[src/rtl/dm_arb_pkg.sv]
// Shared definitions for the debug/core system-bus arbiter.
// Holds the arbiter state encoding, the master index constants and the
// width of the optional fairness counter (built only with DM_ARB_FAIR_EN).
package dm_arb_pkg;

  typedef enum logic [1:0] {
    ARB_IDLE = 2'd0,
    ARB_REQ  = 2'd1,
    ARB_RSP  = 2'd2
  } arb_state_e;

  localparam logic ARB_M_CORE = 1'b0;
  localparam logic ARB_M_DBG  = 1'b1;

  localparam int unsigned ARB_CNT_W = 4;

endpackage

[src/rtl/dm_arb_fair_cnt.sv]
// Fairness counter for dm_bus_arbiter (instantiated only with DM_ARB_FAIR_EN).
// Counts debug grants taken while the core is waiting and unlocked, saturates
// at its maximum, and asks the arbiter to favour the core once the count
// reaches MAX_DBG_BURST.
module dm_arb_fair_cnt
  import dm_arb_pkg::*;
#(
  parameter int unsigned MAX_DBG_BURST = 4
) (
  input  logic clk,
  input  logic rst_n,
  input  logic m0_grant_i,
  input  logic m1_grant_i,
  input  logic m0_valid_i,
  input  logic dbg_lock_i,
  output logic force_m0_o
);

  localparam logic [ARB_CNT_W-1:0] CNT_MAX   = {ARB_CNT_W{1'b1}};
  localparam logic [ARB_CNT_W-1:0] CNT_LIMIT = ARB_CNT_W'(MAX_DBG_BURST);

  logic [ARB_CNT_W-1:0] cnt_d, cnt_q;

  // Next count: a core grant clears, a debug grant counts only while the core waits unlocked.
  always_comb begin
    cnt_d = cnt_q;
    if (m0_grant_i) begin
      cnt_d = '0;
    end else if (m1_grant_i) begin
      if (m0_valid_i && !dbg_lock_i) begin
        if (cnt_q != CNT_MAX) begin
          cnt_d = cnt_q + 1'b1;
        end
      end else if (!m0_valid_i) begin
        cnt_d = '0;
      end
    end
  end

  // Count register with synchronous active-low reset.
  always_ff @(posedge clk) begin
    if (!rst_n) begin
      cnt_q <= '0;
    end else begin
      cnt_q <= cnt_d;
    end
  end

  assign force_m0_o = (cnt_q == CNT_LIMIT) && m0_valid_i && !dbg_lock_i;

endmodule

[src/rtl/dm_bus_arbiter.sv]
// Two-master, one-slave system bus arbiter: core load/store port (m0) and
// debug module system-bus port (m1). One outstanding transaction at a time;
// the response is routed back to the master that issued it. Debug has
// priority; while dbg_lock_i is high the core is never granted.
// Optional build macro DM_ARB_FAIR_EN adds a fairness counter that forces a
// core grant after MAX_DBG_BURST consecutive debug grants while the core waits.
module dm_bus_arbiter
  import dm_arb_pkg::*;
#(
  parameter int unsigned MAX_DBG_BURST = 4,
  parameter int unsigned ADDR_W        = 32,
  parameter int unsigned DATA_W        = 32
) (
  input  logic                clk,
  input  logic                rst_n,
  input  logic                dbg_lock_i,
  input  logic                m0_req_valid_i,
  output logic                m0_req_ready_o,
  input  logic                m0_we_i,
  input  logic [ADDR_W-1:0]   m0_addr_i,
  input  logic [DATA_W-1:0]   m0_wdata_i,
  input  logic [DATA_W/8-1:0] m0_sel_i,
  output logic                m0_rsp_valid_o,
  input  logic                m0_rsp_ready_i,
  output logic [DATA_W-1:0]   m0_rdata_o,
  input  logic                m1_req_valid_i,
  output logic                m1_req_ready_o,
  input  logic                m1_we_i,
  input  logic [ADDR_W-1:0]   m1_addr_i,
  input  logic [DATA_W-1:0]   m1_wdata_i,
  input  logic [DATA_W/8-1:0] m1_sel_i,
  output logic                m1_rsp_valid_o,
  input  logic                m1_rsp_ready_i,
  output logic [DATA_W-1:0]   m1_rdata_o,
  output logic                s_req_valid_o,
  input  logic                s_req_ready_i,
  output logic                s_we_o,
  output logic [ADDR_W-1:0]   s_addr_o,
  output logic [DATA_W-1:0]   s_wdata_o,
  output logic [DATA_W/8-1:0] s_sel_o,
  input  logic                s_rsp_valid_i,
  output logic                s_rsp_ready_o,
  input  logic [DATA_W-1:0]   s_rdata_i,
  output logic                owner_o,
  output logic                busy_o
);

  arb_state_e          state_d, state_q;
  logic                owner_d, owner_q;
  logic                s_we_d, s_we_q;
  logic [ADDR_W-1:0]   s_addr_d, s_addr_q;
  logic [DATA_W-1:0]   s_wdata_d, s_wdata_q;
  logic [DATA_W/8-1:0] s_sel_d, s_sel_q;
  logic                gnt_m0, gnt_m1;
  logic                force_m0;
  logic                rsp_ready_sel;

`ifdef DM_ARB_FAIR_EN
  dm_arb_fair_cnt #(
    .MAX_DBG_BURST(MAX_DBG_BURST)
  ) u_fair_cnt (
    .clk        (clk),
    .rst_n      (rst_n),
    .m0_grant_i (gnt_m0),
    .m1_grant_i (gnt_m1),
    .m0_valid_i (m0_req_valid_i),
    .dbg_lock_i (dbg_lock_i),
    .force_m0_o (force_m0)
  );
`else
  logic unused_max_burst;
  assign unused_max_burst = ^MAX_DBG_BURST;
  assign force_m0         = 1'b0;
`endif

  // Arbitration, payload capture, response routing and next-state selection.
  always_comb begin
    state_d        = state_q;
    owner_d        = owner_q;
    s_we_d         = s_we_q;
    s_addr_d       = s_addr_q;
    s_wdata_d      = s_wdata_q;
    s_sel_d        = s_sel_q;
    gnt_m0         = 1'b0;
    gnt_m1         = 1'b0;
    rsp_ready_sel  = 1'b0;
    m0_req_ready_o = 1'b0;
    m1_req_ready_o = 1'b0;
    m0_rsp_valid_o = 1'b0;
    m1_rsp_valid_o = 1'b0;
    s_req_valid_o  = 1'b0;
    s_rsp_ready_o  = 1'b0;
    case (state_q)
      ARB_IDLE: begin
        gnt_m1         = m1_req_valid_i && !force_m0;
        gnt_m0         = m0_req_valid_i && !dbg_lock_i && (!m1_req_valid_i || force_m0);
        m0_req_ready_o = gnt_m0;
        m1_req_ready_o = gnt_m1;
        if (gnt_m1) begin
          owner_d   = ARB_M_DBG;
          s_we_d    = m1_we_i;
          s_addr_d  = m1_addr_i;
          s_wdata_d = m1_wdata_i;
          s_sel_d   = m1_sel_i;
          state_d   = ARB_REQ;
        end else if (gnt_m0) begin
          owner_d   = ARB_M_CORE;
          s_we_d    = m0_we_i;
          s_addr_d  = m0_addr_i;
          s_wdata_d = m0_wdata_i;
          s_sel_d   = m0_sel_i;
          state_d   = ARB_REQ;
        end
      end
      ARB_REQ: begin
        s_req_valid_o = 1'b1;
        if (s_req_ready_i) begin
          state_d = ARB_RSP;
        end
      end
      ARB_RSP: begin
        if (owner_q == ARB_M_DBG) begin
          rsp_ready_sel  = m1_rsp_ready_i;
          m1_rsp_valid_o = s_rsp_valid_i;
        end else begin
          rsp_ready_sel  = m0_rsp_ready_i;
          m0_rsp_valid_o = s_rsp_valid_i;
        end
        s_rsp_ready_o = rsp_ready_sel;
        if (s_rsp_valid_i && rsp_ready_sel) begin
          state_d = ARB_IDLE;
        end
      end
      default: begin
        state_d = ARB_IDLE;
      end
    endcase
  end

  // State, owner and registered slave payload with synchronous active-low reset.
  always_ff @(posedge clk) begin
    if (!rst_n) begin
      state_q   <= ARB_IDLE;
      owner_q   <= ARB_M_CORE;
      s_we_q    <= 1'b0;
      s_addr_q  <= '0;
      s_wdata_q <= '0;
      s_sel_q   <= '0;
    end else begin
      state_q   <= state_d;
      owner_q   <= owner_d;
      s_we_q    <= s_we_d;
      s_addr_q  <= s_addr_d;
      s_wdata_q <= s_wdata_d;
      s_sel_q   <= s_sel_d;
    end
  end

  assign s_we_o     = s_we_q;
  assign s_addr_o   = s_addr_q;
  assign s_wdata_o  = s_wdata_q;
  assign s_sel_o    = s_sel_q;
  assign owner_o    = owner_q;
  assign busy_o     = (state_q != ARB_IDLE);
  assign m0_rdata_o = s_rdata_i;
  assign m1_rdata_o = s_rdata_i;

endmodule

[config.mk]
export PLATFORM = sky130hd
export DESIGN_NAME = dm_bus_arbiter
export DESIGN_NICKNAME = d
export VERILOG_FILES = /design/src/rtl/dm_arb_pkg.sv /design/src/rtl/dm_arb_fair_cnt.sv /design/src/rtl/dm_bus_arbiter.sv
export SDC_FILE = /design/constraint.sdc
export NUM_CORES = 1
export LEC_CHECK = 0
export CAP_MARGIN = 10
export CORE_ASPECT_RATIO = 1.75
export CORE_MARGIN = 8
export CORE_UTILIZATION = 31
export DETAILED_ROUTE_END_ITERATION = 10
export GPL_TIMING_DRIVEN = 0
export PLACE_DENSITY_LB_ADDON = 0.2
export SLEW_MARGIN = 25
export SYNTH_ARGS = -nofsm -noshare
export SYNTH_HDL_FRONTEND = slang
export SYNTH_SLANG_ARGS = --single-unit
[constraint.sdc]
create_clock -name clk -period 1.2 [get_ports clk]
set_input_delay 0.24 -clock clk [delete_from_list [all_inputs] [get_ports clk]]
set_output_delay 0.24 -clock clk [all_outputs]
set_load 0.03 [all_outputs]
### After elaboration in Yosys (flattened, before gate mapping)

Index checks and enable logic that the tools add are counted.

| word-level totals | value |
|---|---|
| flip-flop bits (word level) | 72 |
| input port bits | 179 |

| operators by class | value |
|---|---|
| eq/ne operators | 5 |
| muxes and demuxes | 25 |
| reduce and logical (&&, ||, !) cells | 10 |

Operator list:

| cell | count |
|---|---|
| $mux 32 | 4 |
| $mux 1 | 14 |
| $mux 2 | 4 |
| $mux 4 | 2 |
| $pmux 2 s3 | 1 |
| $ne 2x2->1 const B | 2 |
| $reduce_bool 2->1 | 2 |
| $logic_and 1x1->1 | 3 |
| $ne 3x3->1 const B | 1 |
| $reduce_and 3->1 | 1 |
| $eq 2x1->1 const B | 1 |
| $eq 2x2->1 const B | 1 |
| $logic_not 1->1 | 2 |
| $logic_not 2->1 | 1 |
| $reduce_and 2->1 | 1 |

### Longest topological paths before layout

| depth | value |
|---|---|
| word-level depth | 6 |
| mapped depth | 5 |

### Worst setup path before layout

Ideal clock, no wire load.

| path | value |
|---|---|
| path kind | register to output |
| start | register state_q[1] |
| end | output port m0_req_ready_o |
| stages on the path, launching flop included | 3 |
| arrival | 1.291 ns |
| path slack | -0.331 ns |
| buffers on the path | 0 |
| data required time | 0.960 ns |
| cell sequence | dfxtp_1 -> or4b_4 -> nor2_1 |

| between the ends | value |
|---|---|
| word-level cells in the longest chain between the ends | 2 |

RTL lines:

| element | RTL line | source |
|---|---|---|
| start: declaration | dm_bus_arbiter.sv:48 | `arb_state_e state_d, state_q;` |
| start signal: assignment | dm_bus_arbiter.sv:150 | `state_q <= state_d;` |
| $logic_not 2->1 | dm_bus_arbiter.sv:93 | `case (state_q)` |
| $mux 1 | dm_bus_arbiter.sv:93 |  |
| end: declaration | dm_bus_arbiter.sv:18 | `output logic m0_req_ready_o,` |

No other way between the ends.

### Final worst setup path

| path | value |
|---|---|
| start | input port m0_req_valid_i |
| end | output port m0_req_ready_o |

| between the ends | value |
|---|---|
| word-level cells in the longest chain between the ends | 3 |

RTL lines:

| element | RTL line | source |
|---|---|---|
| start: declaration | dm_bus_arbiter.sv:17 | `input logic m0_req_valid_i,` |
| $logic_and 1x1->1 (2 in series) | dm_bus_arbiter.sv:96 | `gnt_m0 = m0_req_valid_i && !dbg_lock_i && (!m1_req_valid_i \|\| force_m0);` |
| $mux 1 | dm_bus_arbiter.sv:93 |  |

No other way between the ends.

==> out/qor.txt <==
Status - finished, violations left
Failing checks - setup timing
Top-count cell post-synth - nand2_1
Cells after Synth - 466
Pwr dens - 1150 nW/um2
Synthesis-stage register bit count - 72
Final Slew Violations - 0
Global-route wire length before repair - 23600 um
Die Area - 18100 um2
Seq/Total Area, Yosys - 33.4%
Post-synth EDFFs - 0
Core Area - 13800 um2
Hold Buf Count CTS - 0
Reg-to-reg endpoint - owner_o
Post-route clock period utilization - 144%
Pleak - 3.68 nW
Post-synth ARST share - 0%
Die X - 105 um
Synthesis-to-layout area growth - 78.8%
I/O Buffers - 285
Hold Path Class - input pin to register
Initial core utilization - 31.3%
Ports - 320
Largest net degree at the start of global routing - 14
Worst-path cell chain - clkdlybuf4s50_1, or4b_4, nor2_4, buf_6
Placed wire-length estimate - 12900 um
Synth unique cells - 22
Max Root-Sink Buffers - 2
Clk sinks - 72
Top FF cell, synth - dfxtp_1
Num CTS Buffers - 9
Max VDD drop - 622 uV
Final count of negative-setup-slack endpoints - 78
R2R setup slack - -0.26 ns
Largest stage delay, worst path - 0.51 ns
DR vias - 4282
Final wirelength - 16200 um
Clk pin slew, worst setup/hold paths - 0.06 ns
Dominant cell type by area after synthesis - dfxtp_1
Critical path type - input pin to primary output
Routability congestion estimate - 0.759
Vias in the first global route - 4732
CTS tree - yes
Slowest-stage cell, CP - or4b_4
Congestion Overflow GR - 0
Non-filler cells, final - 961
Hold Path Origin - rst_n
Layout cell share with drive strength beyond 1 - 35.8%
Total Nets Final - 958
Final ANT Viol Nets - 0
CP startpoint - m0_req_valid_i
Hold path depth - 4
RSZ-0062 raised after global routing - true
Final hold violations - 0
Rel. slew slack - 68.4%
Synth top area share - 33.4%
Clock network latency to the later pin of the worst-skew pair - 0.33 ns
Worst endpoint required time - 0.96 ns
Critical path data arrival time - 1.48 ns
R2r worst-path depth - 5
Syn nets - 645
Count of max-cap constraint violations - 0
Synth Warn # - 0
Critical path endpoint category - primary output
Netlist Area Pre-Place - 4310 um2
Number of diodes - 0
Worst min-delay path endpoint - s_addr_o[4]
Via density - 4.46
Routed wire length per instance - 16.9 um
Max Clock Freq - 580 MHz
TritonRoute pass-1 iters - 4
Max H-tree Level - 3
Synth area leaders - dfxtp_1 33%, mux2_2 18%, mux2i_1 16%, nand2_1 12%, buf_4 11%
Worst setup margin - -0.524 ns
Min Clock Period, post-route - 1.72 ns
1st-iter DRT viols - 99
Mean Syn Cell Area - 9.25 um2
Inst Count DP - 928
Crit path max fanout - 2
Clock Skew - 0.00364 ns
Synth cell count leaders - 140 x nand2_1, 72 x dfxtp_1, 70 x mux2i_1
Clock root cell - clkbuf_16
Initial antenna violation count - 0
Rows - 57
Reg2reg start - state_q[0]
Die Y - 172 um
Hold_ws - 0.429 ns
DR DRC count - 0
GRT Total Usage - 16.4%
Worst Max-Slew Pin Slew - 0.474 ns
Critical path startpoint category - input pin
-- kinds of logic after synthesis --
kind of cell,count (synthesis),synth area share [%]
DFF,72,33.4
AOI/OAI and AO/OA,4,0.842
buffers and inverters,98,17.2
muxes,139,34.3
and+or+nand+nor,153,14.3
-- power by group --
| part | switching [mW] | leakage, nW | internal, mW | total, mW |
|---|---|---|---|---|
| sequential | 0.122 | 0.595 | 2.64 | 2.76 |
| combinational | 1.61 | 2.93 | 1.64 | 3.25 |
| clock | 1.03 | 0.148 | 1.82 | 2.85 |
-- layer usage --
metal	vias to the layer above	GRT usage (%)	share of wire (%)
li1	2090	-	-
met1	1957	15.2	34
met2	212	30.5	54
met3	23	7.61	10
met4	0	6.12	2.0
met5	-	0	0
-- worst max path at each step --
stage                      to  cells past startpoint
2_1_floorplan  m0_req_ready_o                      2
3_3_place_gp   m0_req_ready_o                      4
3_5_place_dp   m0_req_ready_o                      4
4_1_cts        m0_req_ready_o                      3
5_1_grt        m0_req_ready_o                      3
6_report       m0_req_ready_o                      4
-- critical path, delay by kind of cell --
kind                   cells  cell delay, ns
AND/OR/NAND/NOR            2            0.61
buffers and inverters      2            0.64
-- sequential cells by signal (all words and copies together) (netlist names) --
register and count:
s_wdata_o 32, s_we_o 1, s_sel_o 4, state_q 2
owner_o 1, s_addr_o 32
-- per-stage QoR --
| stage | power (mW) | worst slack (ns) | utilization (%) | setup TNS, ns | area [um2] |
|---|---|---|---|---|---|
| after detailed placement | 6.03 | -1.08 | 53.8 | -34.33 | 7400 |
| final | 8.86 | -0.524 | 56.0 | -15.01 | 7710 |
| after global placement | 5.99 | -1.07 | 53.8 | -31.94 | 7400 |
| after floorplan | 4.60 | -0.117 | - | -0.117 | 4330 |
| after CTS | 8.67 | -0.519 | 53.6 | -12.43 | 7380 |
| after global routing | 9.23 | -0.561 | 56.0 | -18.83 | 7710 |
-- repair_timing --
action,CTS,global route
setup buffers,6,2
resized for setup,471,24
endpoints found under the setup margin,210,80
cloned,0,9
pin swaps,4,4
-- cell usage in the layout, fill, tap and decap left out, types with 2 or more instances in the layout --
cell type        instances
mux2_2                  69
nor2_4                   2
buf_4                   71
clkbuf_1                10
clkinvlp_4               3
dfxtp_1                 69
dfxtp_4                  2
buf_2                   73
buf_6                   19
nor2b_1                  2
bufinv_16                2
nor2b_4                  2
mux2i_1                 70
dlygate4sd2_1           63
nand2_1                140
clkdlybuf4s50_1        144
buf_12                   8
clkbuf_16               18
-- final cells by class --
class,count,area (um2)
inverter,2,7.51
multi-input combinational,296,2170
clock inverter,7,96.3
sequential,72,1450
clock buffer,9,225
fill,1277,6060
timing repair buffer,302,2730
tap,177,221
buffer,96,803
Power figures use the tool's default switching activity.
